<file path="config.mk">
export PLATFORM = sky130hd
export DESIGN_NAME = rr_arbiter_4
export DESIGN_NICKNAME = d
export VERILOG_FILES = /design/src/rtl/rr_arbiter_4.sv
export SDC_FILE = /design/constraint.sdc
export NUM_CORES = 1
export LEC_CHECK = 0
export CAP_MARGIN = 20
export CORE_UTILIZATION = 40
export CTS_BUF_LIST = sky130_fd_sc_hd__clkbuf_4
export DETAILED_ROUTE_END_ITERATION = 10
export PLACE_DENSITY = 0.75
export REMOVE_ABC_BUFFERS = 1
export SETUP_SLACK_MARGIN = 0.3
export SLEW_MARGIN = 25
export SYNTH_ARGS = -nofsm -noshare
export SYNTH_HDL_FRONTEND = slang
export SYNTH_SLANG_ARGS = --single-unit
export TNS_END_PERCENT = 20
</file>
<file path="constraint.sdc">
create_clock -name clk -period 1.7 [get_ports clk]
set_clock_uncertainty 0.15 [all_clocks]
set_input_delay 0.34 -clock clk [delete_from_list [all_inputs] [get_ports clk]]
set_output_delay 0.34 -clock clk [all_outputs]
set_load 0.03 [all_outputs]
</file>
<file path="src/rtl/rr_arbiter_4.sv">
// Four-requester round-robin arbiter with a bounded hold time per owner.
// Grants are registered; every release returns through one IDLE cycle.
module rr_arbiter_4 #(
  parameter int unsigned MAX_HOLD = 16
) (
  input  logic       clk,
  input  logic       rst_n,
  input  logic [3:0] req,
  output logic [3:0] gnt,
  output logic [1:0] gnt_id,
  output logic       busy,
  output logic       timeout,
  output logic       dbg_state
);

  typedef enum logic {
    S_IDLE  = 1'b0,
    S_GRANT = 1'b1
  } state_t;

  state_t     r_state;
  logic [1:0] r_ptr;
  logic [1:0] r_gnt_id;
  logic [3:0] r_gnt;
  logic [7:0] r_cnt;
  logic       r_timeout;

  logic       w_any;
  logic [1:0] w_win;
  logic [1:0] w_idx;
  logic       w_owner_req;
  logic       w_hold_max;

  function automatic logic [3:0] decode_id(input logic [1:0] id);
    decode_id = 4'b0001 << id;
  endfunction

  // Scan offsets from highest to lowest so the nearest requester above ptr wins.
  always_comb begin
    w_any = |req;
    w_win = r_ptr;
    w_idx = r_ptr;
    for (int k = 3; k >= 0; k--) begin
      w_idx = r_ptr + 2'(k);
      if (req[w_idx]) w_win = w_idx;
    end
  end

  assign w_owner_req = req[r_gnt_id];
  assign w_hold_max  = (r_cnt == 8'(MAX_HOLD));

  always_ff @(posedge clk or negedge rst_n) begin
    if (!rst_n) begin
      r_state   <= S_IDLE;
      r_ptr     <= 2'd0;
      r_gnt_id  <= 2'd0;
      r_gnt     <= 4'b0000;
      r_cnt     <= 8'd0;
      r_timeout <= 1'b0;
    end else begin
      r_timeout <= 1'b0;
      case (r_state)
        S_IDLE: begin
          if (w_any) begin
            r_state  <= S_GRANT;
            r_gnt_id <= w_win;
            r_gnt    <= decode_id(w_win);
            r_cnt    <= 8'd1;
          end
        end
        S_GRANT: begin
          // Counter stops at MAX_HOLD, so it can never wrap within 1..255.
          if (!w_owner_req || w_hold_max) begin
            r_state   <= S_IDLE;
            r_gnt     <= 4'b0000;
            r_ptr     <= r_gnt_id + 2'd1;
            r_cnt     <= 8'd0;
            r_timeout <= w_owner_req;
          end else begin
            r_cnt <= r_cnt + 8'd1;
          end
        end
      endcase
    end
  end

  assign gnt       = r_gnt;
  assign gnt_id    = r_gnt_id;
  assign busy      = (r_state == S_GRANT);
  assign timeout   = r_timeout;
  assign dbg_state = r_state;

endmodule

</file>
==> run summary, run 1 <==
Part of the Yosys area used for sequential elements -> 43.3%
Sequential cell area -> 452 sq um
Fraction of registers with async set/reset -> 100%
Area of the multi-input gates -> 626 sq um
Status -> finished, violations left
Setup TNS -> -0.0804 ns
Die width -> 53.0 microns
IO buf count -> 14
Initial core utilization -> 42.0%
Routed vias -> 999
Final core occ -> 59.1%
Bufs and invs on worst path -> 0
Hpwl dp -> 1790 microns
Die height -> 53.0 microns
Worst slew pin tran -> 0.413 ns
Hold crit path type -> input pin to async pin
Share of layout cells above drive strength 1 -> 37.3%
Synth area leaders -> dfrtp_1, nand3_1, nand2_1
Via density -> 5.81
Cell Rows -> 18
Ant diodes -> 0
H-Tree Depth -> 1
Final hold vios -> 0
Final Routed Wirelength -> 2620 microns
Placer congestion estimate -> 0.832
Residual DRC count -> 0
Routed wire per std cell -> 15.2 microns
Fill count -> 226
FMAX -> 0.581 GHz
Max-slew violations -> 0
Vias in the first global route -> 1008
Core area -> 2480 sq um
Max VDD drop -> 0.00102 V
Root buf cell -> clkbuf_4
Die ar. -> 2810 sq um
YS warnings -> 0
RSZ-0062 raised after global routing -> true
Final worst slack -> -0.0208 ns
Clock transition at path regs -> 0.11 ns
Number of synthesized flops with an enable pin -> 0
CTS tree -> done
Clock Latency Late Sink -> 0.30 ns
Max_slew headroom -> 72.3%
Drt pass-1 iters -> 6
Top cells by count, synth -> dfrtp_1, nand2_1, nand3_1
Syn_area_per_cell -> 9.45 sq um
Critical path class -> flop to flop
GRT Overall Usage -> 21.6%
Overall Power -> 2.36 mW
Post-synth cell types -> 37
Cts hold-fix bufs -> 0
Dominant cell type by area after synthesis -> dfrtp_1
Max cap viols -> 0
Post-synth top area share -> 43.3%
Mapped Area -> 1040 sq um
Final min period -> 1.72 ns
Crit. End Element -> flop
CP max stage delay -> 0.56 ns
Initial antenna violation count -> 0
Leakage -> 0.654 nW
Arrival time worst endpoint -> 1.76 ns
Main synth FF type -> dfrtp_1
Cts bufs inserted -> 3
CTS Sinks -> 18
Peak fanout along the critical path -> 6
Nets@finish -> 151
Clock buffer depth -> 2
Critical path data required time -> 1.73 ns
Num ports -> 15
Initial DRC Count -> 16
Critical path's top delay family -> multiplexers
Cell Pwr Density -> 1610 nW/um^2
# setup viols final -> 6
Max stage delay cell, worst path -> mux4_2
Post-CTS Setup Bufs -> 0
Routed Antenna Nets -> 0
First-pass GRT wire length -> 4390 microns
Failing checks -> setup timing
Largest net degree at the start of global routing -> 19
Layout area overhead -> 40.9%
Final period utilization -> 101%
Flops & latches, synth -> 18
Count leader, synth -> dfrtp_1
Congestion Overflow GR -> 0
Crit start category -> flop
Cell count after synthesis -> 110
Critical-path cell list -> mux4_2 -> and2_4 -> a21oi_4 -> o32ai_2
## worst paths after layout
path                                        from                    to  slack, ns  cells past startpoint
min reg2reg                   gnt[3]$_DFFE_PN0P_    gnt[3]$_DFFE_PN0P_       0.41                      2
max in group asynchronous                  rst_n  r_ptr[1]$_DFFE_PN0P_       0.98                      2
min in group clk              gnt[3]$_DFFE_PN0P_    gnt[3]$_DFFE_PN0P_       0.41                      2
min                                        rst_n  r_cnt[7]$_DFFE_PN0P_       0.21                      2
max                        gnt_id[1]$_DFFE_PN0P_    gnt[2]$_DFFE_PN0P_      -0.02                      4
max reg2reg                gnt_id[1]$_DFFE_PN0P_    gnt[2]$_DFFE_PN0P_      -0.02                      4
## final cells by class
class                   instances  share of cell area, %
clock inverters                 1                  0.256
clock buffers                   3                   1.54
well taps                      30                   2.56
multi-input cells              76                   42.7
repair buffers                 35                   19.8
flip-flops and latches         18                   30.8
inverters                       9                   2.31
## report_power, final
group | internal, mW | switching [mW]
Combinational | 0.659 | 0.756
Sequential | 0.573 | 0.141
Clock | 0.0855 | 0.143
Total | 1.32 | 1.04
## stage by stage
stage | hold WS (ns) | instances | setup slack [ns] | area, sq um
global placement | 0.354 | 167 | -0.482 | 1320
finish | 0.205 | 172 | -0.0208 | 1470
floorplan | -0.106 | 102 | -0.300 | 983
global route | 0.224 | 172 | -0.0682 | 1470
CTS | 0.207 | 172 | -0.0226 | 1420
detailed placement | 0.361 | 167 | -0.575 | 1320
## flip-flops by register name (all words and copies together), names as in the netlist
signal / cells
gnt_id: 2
gnt: 4
r_ptr: 2
r_cnt: 8
busy: 1
timeout: 1
## per-layer routing
metal | global-route usage [%] | part of all wire (%) | vias up
met5 | 0 | 0 | -
met4 | 7.89 | 0.53 | 0
met3 | 2.59 | 3.2 | 4
met2 | 40.5 | 52 | 31
met1 | 24.6 | 45 | 499
li1 | - | - | 465
## layout by cell type (no fill, tap or decap), types with 2 or more instances in the layout
cell            n
a31oi_1         4
and2_4          2
buf_2           2
buf_4          20
buf_6           6
clkbuf_4        3
dfrtp_1        17
dlygate4sd2_1   6
ha_1            2
inv_1           9
mux2i_1         2
nand2_1         8
nand2_2         2
nand3_1         8
nand3_2         2
nor2_1          3
nor2b_1         5
o211a_1         2
o211ai_1        2
o21ai_0         2
o21ai_1         4
o32ai_2         4
## cells by family after synthesis
group	synth area share, %
AND/OR/NAND/NOR	20.3
AO/OA/AOI/OAI	20.3
XOR/XNOR	0.843
adder cells (fa/ha/maj)	2.41
flip-flops	43.3
buffers and inverters	8.66
multiplexers	4.09
## what timing repair did
| item | 4_1_cts | 5_1_grt |
|---|---|---|
| pin swaps | 21 | 7 |
| setup endpoints to repair | 27 | 25 |
| resized for setup | 68 | 13 |
| gates cloned | 1 | 0 |
No activity file was read; power rests on OpenSTA's default activity.
==> run 2: changes to the inputs <==
- ABC_AREA: default -> 1
- CTS_BUF_LIST: sky130_fd_sc_hd__clkbuf_4 -> sky130_fd_sc_hd__clkbuf_4 sky130_fd_sc_hd__clkbuf_8
- PLACE_DENSITY: 0.75 -> 0.74
==> run 2 against run 1 <==
  * The run now ends clean
  * Critical endpoint is now gnt[0]$_DFFE_PN0P_
  * Die area increased by 8.7%
  * Design area increased by 7.0%
  * Highest routed layer unchanged
  * Global-route usage decreased by 4.2 points
  * First-iteration DRC count increased by 13%
  * Critical path depth increased by 5
  * Largest power group unchanged
  * Setup slack improved by 0.12 ns
  * Area after synthesis increased by 9.0%
==> run summary, run 2 <==
Status -> complete, no violations (was finished, violations left)
Fill count -> 245 (was 226)
Number of synthesized flops with an enable pin -> 0 (unchanged)
Switching Power -> 1.40 mW (was 1.04 mW)
Cts bufs inserted -> 3 (unchanged)
Critical path origin -> r_cnt[1]$_DFFE_PN0P_ (was gnt_id[1]$_DFFE_PN0P_)
Initial core utilization -> 44.2% (was 42.0%)
Nets@finish -> 190 (was 151)
Flops & latches, synth -> 18 (unchanged)
First-pass GRT wire length -> 4310 microns (was 4390 microns)
Overall Power -> 2.83 mW (was 2.36 mW)
Final period utilization -> 94.3% (was 101%)
Max VDD drop -> 0.000902 V (was 0.00102 V)
Clock transition at path regs -> 0.11 ns (about the same)
Routed vias -> 1098 (was 999)
Count leader, synth -> nand2_1 (was dfrtp_1)
Largest family of logic cells by synthesized area -> simple AND/OR/NAND/NOR gates (unchanged)
Die height -> 55.2 microns (was 53.0 microns)
Drt pass-1 iters -> 4 (was 6)
Congestion Overflow GR -> 0 (unchanged)
Vias in the first global route -> 1031 (was 1008)
Dominant cell type by area after synthesis -> dfrtp_1 (unchanged)
Most common cell after layout, fill and taps aside -> nand2_1 (was buf_4)
Most frequent cells in the layout -> nand2_1, dfrtp_1, nand2_2, buf_4, inv_1 (was buf_4, dfrtp_1, inv_1, nand3_1, nand2_1)
Max cap viols -> 0 (unchanged)
Main synth FF type -> dfrtp_1 (unchanged)
RSZ-0062 raised after global routing -> true (unchanged)
Top cells by count, synth -> nand2_1, inv_1, dfrtp_1 (was dfrtp_1, nand2_1, nand3_1)
Hpwl dp -> 1910 microns (was 1790 microns)
Mapped Area -> 1130 sq um (was 1040 sq um)
Switching share of power -> 49.5% (was 44.1%)
XOR/XNOR share of the synthesized area -> 4.64% (was 0.842%)
Logic pwr share -> 65.7% (was 60.0%)
Final Routed Wirelength -> 2620 microns (about the same)
IO buf count -> 14 (unchanged)
Fraction of registers with async set/reset -> 100% (unchanged)
Placer congestion estimate -> 0.835 (was 0.832)
Die width -> 55.2 microns (was 53.0 microns)
Post-synth top area share -> 39.7% (was 43.3%)
Final min period -> 1.60 ns (was 1.72 ns)
Clock Latency Late Sink -> 0.29 ns (was 0.30 ns)
Max stage delay cell, worst path -> dfrtp_1 (was mux4_2)
Max_slew headroom -> 84.7% (was 72.3%)
Max-slew violations -> 0 (unchanged)
Share of layout cells above drive strength 1 -> 44.2% (was 37.3%)
Reg with most FFs -> r_cnt (unchanged)
CTS tree -> done (unchanged)
Post-Synth Adder-Cell Area -> 2.21% (was 2.41%)
Post-synth cell types -> 26 (was 37)
Hold crit path type -> input pin to async pin (unchanged)
Die ar. -> 3050 sq um (was 2810 sq um)
Max FFs per register -> 8 (unchanged)
Layout area overhead -> 38.3% (was 40.9%)
Worst slew pin tran -> 0.228 ns (was 0.413 ns)
Peak fanout along the critical path -> 8 (was 6)
CTS Sinks -> 18 (unchanged)
Largest net degree at the start of global routing -> 19 (unchanged)
Critical path data required time -> 1.74 ns (was 1.73 ns)
Cell count after synthesis -> 150 (was 110)
Part of the Yosys area used for sequential elements -> 39.7% (was 43.3%)
Routed wire per std cell -> 12.4 microns (was 15.2 microns)
Internal Power -> 1.43 mW (was 1.32 mW)
Bufs and invs on worst path -> 1 (was 0)
Post-synthesis mux area share -> 0% (was 4.09%)
Routed Antenna Nets -> 0 (unchanged)
Arrival time worst endpoint -> 1.65 ns (was 1.76 ns)
Cell Pwr Density -> 1810 nW/um^2 (was 1610 nW/um^2)
Simple-gate share of the synthesized area -> 32.8% (was 20.3%)
R2R Path Start -> r_cnt[1]$_DFFE_PN0P_ (was gnt_id[1]$_DFFE_PN0P_)
Setup TNS -> 0 ns (was -0.0804 ns)
Most frequent CP cell -> nand2_4
Initial DRC Count -> 18 (was 16)
Crit start category -> flop (unchanged)
Core area -> 2570 sq um (was 2480 sq um)
Synth area leaders -> dfrtp_1, nand2_1, inv_1 (was dfrtp_1, nand3_1, nand2_1)
Critical-path cell list -> inv_2 -> ha_4 -> nand4_1 -> nor2_2 -> nor2_4 -> nand2_4 -> nand2_4 -> nand2_2 -> nand2_1 (was mux4_2 -> and2_4 -> a21oi_4 -> o32ai_2)
GRT Overall Usage -> 17.5% (was 21.6%)
FMAX -> 0.624 GHz (was 0.581 GHz)
Area of the multi-input gates -> 697 sq um (was 626 sq um)
Ant diodes -> 0 (unchanged)
Clock power share -> 9.5% (was 9.7%)
H-Tree Depth -> 1 (unchanged)
Sequential cell area -> 453 sq um (was 452 sq um)
Crit. End Element -> flop (unchanged)
Syn_area_per_cell -> 7.56 sq um (was 9.45 sq um)
YS warnings -> 0 (unchanged)
Root buf cell -> clkbuf_4 (unchanged)
CP max stage delay -> 0.42 ns (was 0.56 ns)
Complex-gate fraction of the synthesized area -> 10.4% (was 20.3%)
Cell Rows -> 18 (unchanged)
Via density -> 5.20 (was 5.81)
Critical path class -> flop to flop (unchanged)
Clock buffer depth -> 2 (unchanged)
# setup viols final -> 0 (was 6)
Num ports -> 15 (unchanged)
Residual DRC count -> 0 (unchanged)
Final hold vios -> 0 (unchanged)
Leakage -> 0.770 nW (was 0.654 nW)
Initial antenna violation count -> 0 (unchanged)
Critical path's top delay family -> simple AND/OR/NAND/NOR gates (was multiplexers)
Register share of total power -> 24.8% (was 30.3%)
## run 2: worst paths after layout
| kind | end | slack [ns] | depth (start not counted) |
|---|---|---|---|
| min in group clk | gnt[2]$_DFFE_PN0P_ | 0.34 | 2 |
| max in group asynchronous | gnt_id[0]$_DFFE_PN0P_ | 0.97 | 2 |
| setup / recovery | gnt[0]$_DFFE_PN0P_ | 0.1 | 9 |
| hold reg to reg | gnt[2]$_DFFE_PN0P_ | 0.34 | 2 |
| hold / removal | r_cnt[6]$_DFFE_PN0P_ | 0.21 | 2 |
| setup reg to reg | gnt[0]$_DFFE_PN0P_ | 0.1 | 9 |
## run 2: logic make-up (layout without fill, tap and decap cells)
family          after synthesis  in the layout
xor+xnor                      6              6
fa+ha+maj                     2              2
buf+inv                      26             57
flops                        18             18
simple gates                 78             78
compound gates               20             20
## run 2: metal layers
| metal | global-route usage, % | vias up | wire (microns) | part of all wire (%) |
|---|---|---|---|---|
| li1 | - | 543 | - | - |
| met1 | 20.2 | 537 | 1080 | 41 |
| met2 | 31.8 | 16 | 1460 | 56 |
| met3 | 1.64 | 2 | 56 | 2.1 |
| met4 | 8.57 | 0 | 27 | 1.0 |
| met5 | 0 | - | 0 | 0 |
## run 2: power by group through the flow
stage	clock network, mW	logic (mW)	registers [mW]
2_1_floorplan	0	0.909	0.820
5_1_grt	0.295	2.06	0.727
3_3_place_gp	0	1.49	0.680
6_report	0.268	1.86	0.704
4_1_cts	0.276	1.56	0.672
3_5_place_dp	0	1.53	0.682
## run 2: per-stage QoR
stage | hold slack, ns | cell area (sq um) | setup WS, ns | instances | util (%)
floorplan | -0.106 | 1110 | 0.0331 | 148 | -
global placement | 0.317 | 1370 | -0.179 | 202 | 53.3
detailed placement | 0.320 | 1370 | -0.235 | 202 | 53.3
CTS | 0.219 | 1410 | 0.144 | 209 | 54.9
global route | 0.217 | 1570 | -0.0203 | 211 | 61.1
finish | 0.215 | 1570 | 0.0968 | 211 | 61.1
## run 2: worst register-to-register path, delay by kind of cell, from the launching register on
kind / cells / cell delay [ns]
adders and majority gates: 1 / 0.11
buffers and inverters: 1 / 0.09
DFF: 1 / 0.42
and+or+nand+nor: 7 / 0.74
## run 2: timing repair
item                       in CTS  in global routing
gates resized for setup        39                 58
buffers inserted                3                  2
setup endpoints to repair      26                 26
pin swaps                       4                 13
hold buffers                    0                  0
## run 2: layout make-up
class	count	area share (%)
timing repair buffer	29	15.4
clock buffer	4	2.31
multi-input combinational	106	44.5
tap	30	2.39
sequential	18	28.9
inverter	24	6.54
==> run 3: changes to the inputs <==
- CORE_UTILIZATION: 40 -> 45
- PLACE_DENSITY: 0.74 -> 0.81
- SETUP_SLACK_MARGIN: 0.3 -> 0.15
==> run 3 against run 2 <==
  * Critical path depth up 3
  * Final cell count down 3.3%
  * First-iteration DRC count up 39%
  * Setup slack improved by 0.00095 ns
  * Sequential cell count unchanged
  * Design area is 3.5% lower
  * Total power fell by 3.4%
  * Fmax about the same
==> run summary, run 3 (synthesis results as in run 2) <==
Reg2reg end -> gnt_id[0]$_DFFE_PN0P_ (was gnt[0]$_DFFE_PN0P_)
Die ar. -> 2720 sq um (was 3050 sq um)
Num ports -> 15 (unchanged)
Status -> complete, no violations (unchanged)
Area of the multi-input gates -> 682 sq um (was 697 sq um)
Via density -> 5.25 (was 5.20)
Max FFs per register -> 8 (unchanged)
R2R Path Start -> r_ptr[0]$_DFFE_PN0P_ (was r_cnt[1]$_DFFE_PN0P_)
# setup viols final -> 0 (unchanged)
Initial DRC Count -> 25 (was 18)
Reg with most FFs -> r_cnt (unchanged)
Routed wire per std cell -> 12.7 microns (was 12.4 microns)
Core area -> 2300 sq um (was 2570 sq um)
R2r setup slk -> 0.1 ns (about the same)
IO buf count -> 14 (unchanged)
Overall Power -> 2.74 mW (was 2.83 mW)
M2 GR Usage -> 40.2% (was 31.8%)
Placed Cells -> 199 (was 202)
Final min period -> 1.60 ns (about the same)
Fill count -> 188 (was 245)
Residual DRC count -> 0 (unchanged)
CTS tree -> done (unchanged)
Reg2reg path depth -> 12 (was 9)
Initial core utilization -> 49.3% (was 44.2%)
Largest net degree at the start of global routing -> 19 (unchanged)
Final hold vios -> 0 (unchanged)
Congestion Overflow GR -> 0 (unchanged)
Arrival time worst endpoint -> 1.64 ns (was 1.65 ns)
Placed instance area -> 1360 sq um (was 1370 sq um)
Clock Latency Late Sink -> 0.30 ns (was 0.29 ns)
Routed Antenna Nets -> 0 (unchanged)
GRT Overall Usage -> 21.5% (was 17.5%)
Cts bufs inserted -> 3 (unchanged)
Most frequent cells in the layout -> nand2_1, nand2_2, inv_1, dfrtp_1, buf_4 (was nand2_1, dfrtp_1, nand2_2, buf_4, inv_1)
Vias in the first global route -> 1059 (was 1031)
Final Routed Wirelength -> 2580 microns (was 2620 microns)
Crit start category -> flop (unchanged)
Nets@finish -> 186 (was 190)
Clock buffer depth -> 2 (unchanged)
Cell Pwr Density -> 1810 nW/um^2 (about the same)
Max cap viols -> 0 (unchanged)
Hpwl dp -> 1910 microns (about the same)
Critical path data required time -> 1.74 ns (about the same)
Met1 Usage GRT -> 24.1% (was 20.2%)
Busiest grt layer -> met2 (unchanged)
H-Tree Depth -> 1 (unchanged)
Max VDD drop -> 0.00117 V (was 0.000902 V)
Worst slew pin tran -> 0.311 ns (was 0.228 ns)
Share of layout cells above drive strength 1 -> 37.5% (was 44.2%)
Drt pass-1 iters -> 4 (unchanged)
Max_slew headroom -> 79.4% (was 84.7%)
Final period utilization -> 94.3% (about the same)
Placer congestion estimate -> 0.882 (was 0.835)
Layout Cells excl Fill -> 204 (was 211)
Peak fanout along the critical path -> 8 (unchanged)
Design area -> 1510 sq um (was 1570 sq um)
Leakage -> 0.752 nW (was 0.770 nW)
Met3 usage -> 2.61% (was 1.64%)
Hold crit path type -> input pin to async pin (unchanged)
Max-slew violations -> 0 (unchanged)
Die width -> 52.2 microns (was 55.2 microns)
Most common cell after layout, fill and taps aside -> nand2_1 (unchanged)
Critical path class -> flop to flop (unchanged)
Root buf cell -> clkbuf_4 (unchanged)
CTS Sinks -> 18 (unchanged)
First-pass GRT wire length -> 4340 microns (was 4310 microns)
Clock transition at path regs -> 0.10 ns (was 0.11 ns)
Cell Rows -> 17 (was 18)
Crit. End Element -> flop (unchanged)
RSZ-0062 raised after global routing -> true (unchanged)
Layout area overhead -> 33.4% (was 38.3%)
FMAX -> 0.624 GHz (about the same)
Initial antenna violation count -> 0 (unchanged)
Die height -> 52.2 microns (was 55.2 microns)
Routed vias -> 1071 (was 1098)
Ant diodes -> 0 (unchanged)
Sequential cell area -> 453 sq um (unchanged)
-- run 3: cell types whose count changed in the layout (fill, tap and decap cells not counted), sizes merged --
cell,change
dlymetal6s2s,-1
clkdlybuf4s50,+2
dlygate4sd2,+3
clkbuf,-3
buf,-11
clkdlybuf4s15,+5
-- run 3: per-layer routing --
metal | vias to the layer above | part of all wire (%) | wire, microns
li1 | 534 | - | -
met5 | - | 0 | 0
met4 | 0 | 1.6 | 42
met2 | 14 | 54 | 1390
met1 | 519 | 43 | 1100
met3 | 4 | 2.0 | 52
-- run 3: worst max-delay path, stage by stage, from the launching register on --
cell and delay (ns):
dfrtp_2 0.51, inv_8 0.12, nand2_2 0.05, nand2_2 0.08, nand2_2 0.07, nand2_2 0.06
nand2_2 0.05, nand2_2 0.07, nand2_2 0.07, nand2_4 0.08, nand2_4 0.07, nand2_2 0.06
o21ai_1 0.06
-- run 3: cell type report --
class	instances	area share, %
well taps	28	2.32
inverters	24	6.62
flip-flops and latches	18	29.9
clock buffers	3	1.49
repair buffers	25	14.6
multi-input cells	106	45.1
-- run 3: through the flow --
step / setup slack, ns / hold WS (ns) / setup TNS, ns / util (%)
after global placement: -0.169 / 0.322 / -1.41 / 59.1
after CTS: 0.0579 / 0.214 / 0 / 62.9
after global routing: 0.0112 / 0.232 / 0 / 65.8
after detailed placement: -0.257 / 0.324 / -2.43 / 59.1
after floorplan: 0.0331 / -0.106 / 0 / -
final: 0.0977 / 0.203 / 0 / 65.8
-- run 3: what timing repair did --
action                                  CTS  global route
endpoints found under the setup margin   25            22
hold buffers                              0             0
pin swaps                                19            12
resized for setup                        42            14
setup buffers                             0             2
cloned                                    0             0
-- run 3: worst max path at each step --
stage	from	endpoint	slack [ns]	depth (start not counted)
2_1_floorplan	busy$_DFF_PN0_	gnt[2]$_DFFE_PN0P_	0.03	5
3_3_place_gp	req[3]	gnt[3]$_DFFE_PN0P_	-0.17	13
3_5_place_dp	req[3]	gnt_id[0]$_DFFE_PN0P_	-0.26	13
4_1_cts	r_ptr[0]$_DFFE_PN0P_	gnt_id[0]$_DFFE_PN0P_	0.06	12
5_1_grt	r_ptr[0]$_DFFE_PN0P_	gnt_id[0]$_DFFE_PN0P_	0.01	12
6_report	r_ptr[0]$_DFFE_PN0P_	gnt_id[0]$_DFFE_PN0P_	0.1	12
-- run 3: power breakdown --
part           internal, mW  total [mW]  switching, mW  leakage, nW
sequential            0.549       0.702          0.153        0.234
combinational         0.685        1.82           1.14        0.505
clock                0.0826       0.215          0.132       0.0138
total                  1.32        2.74           1.42        0.752
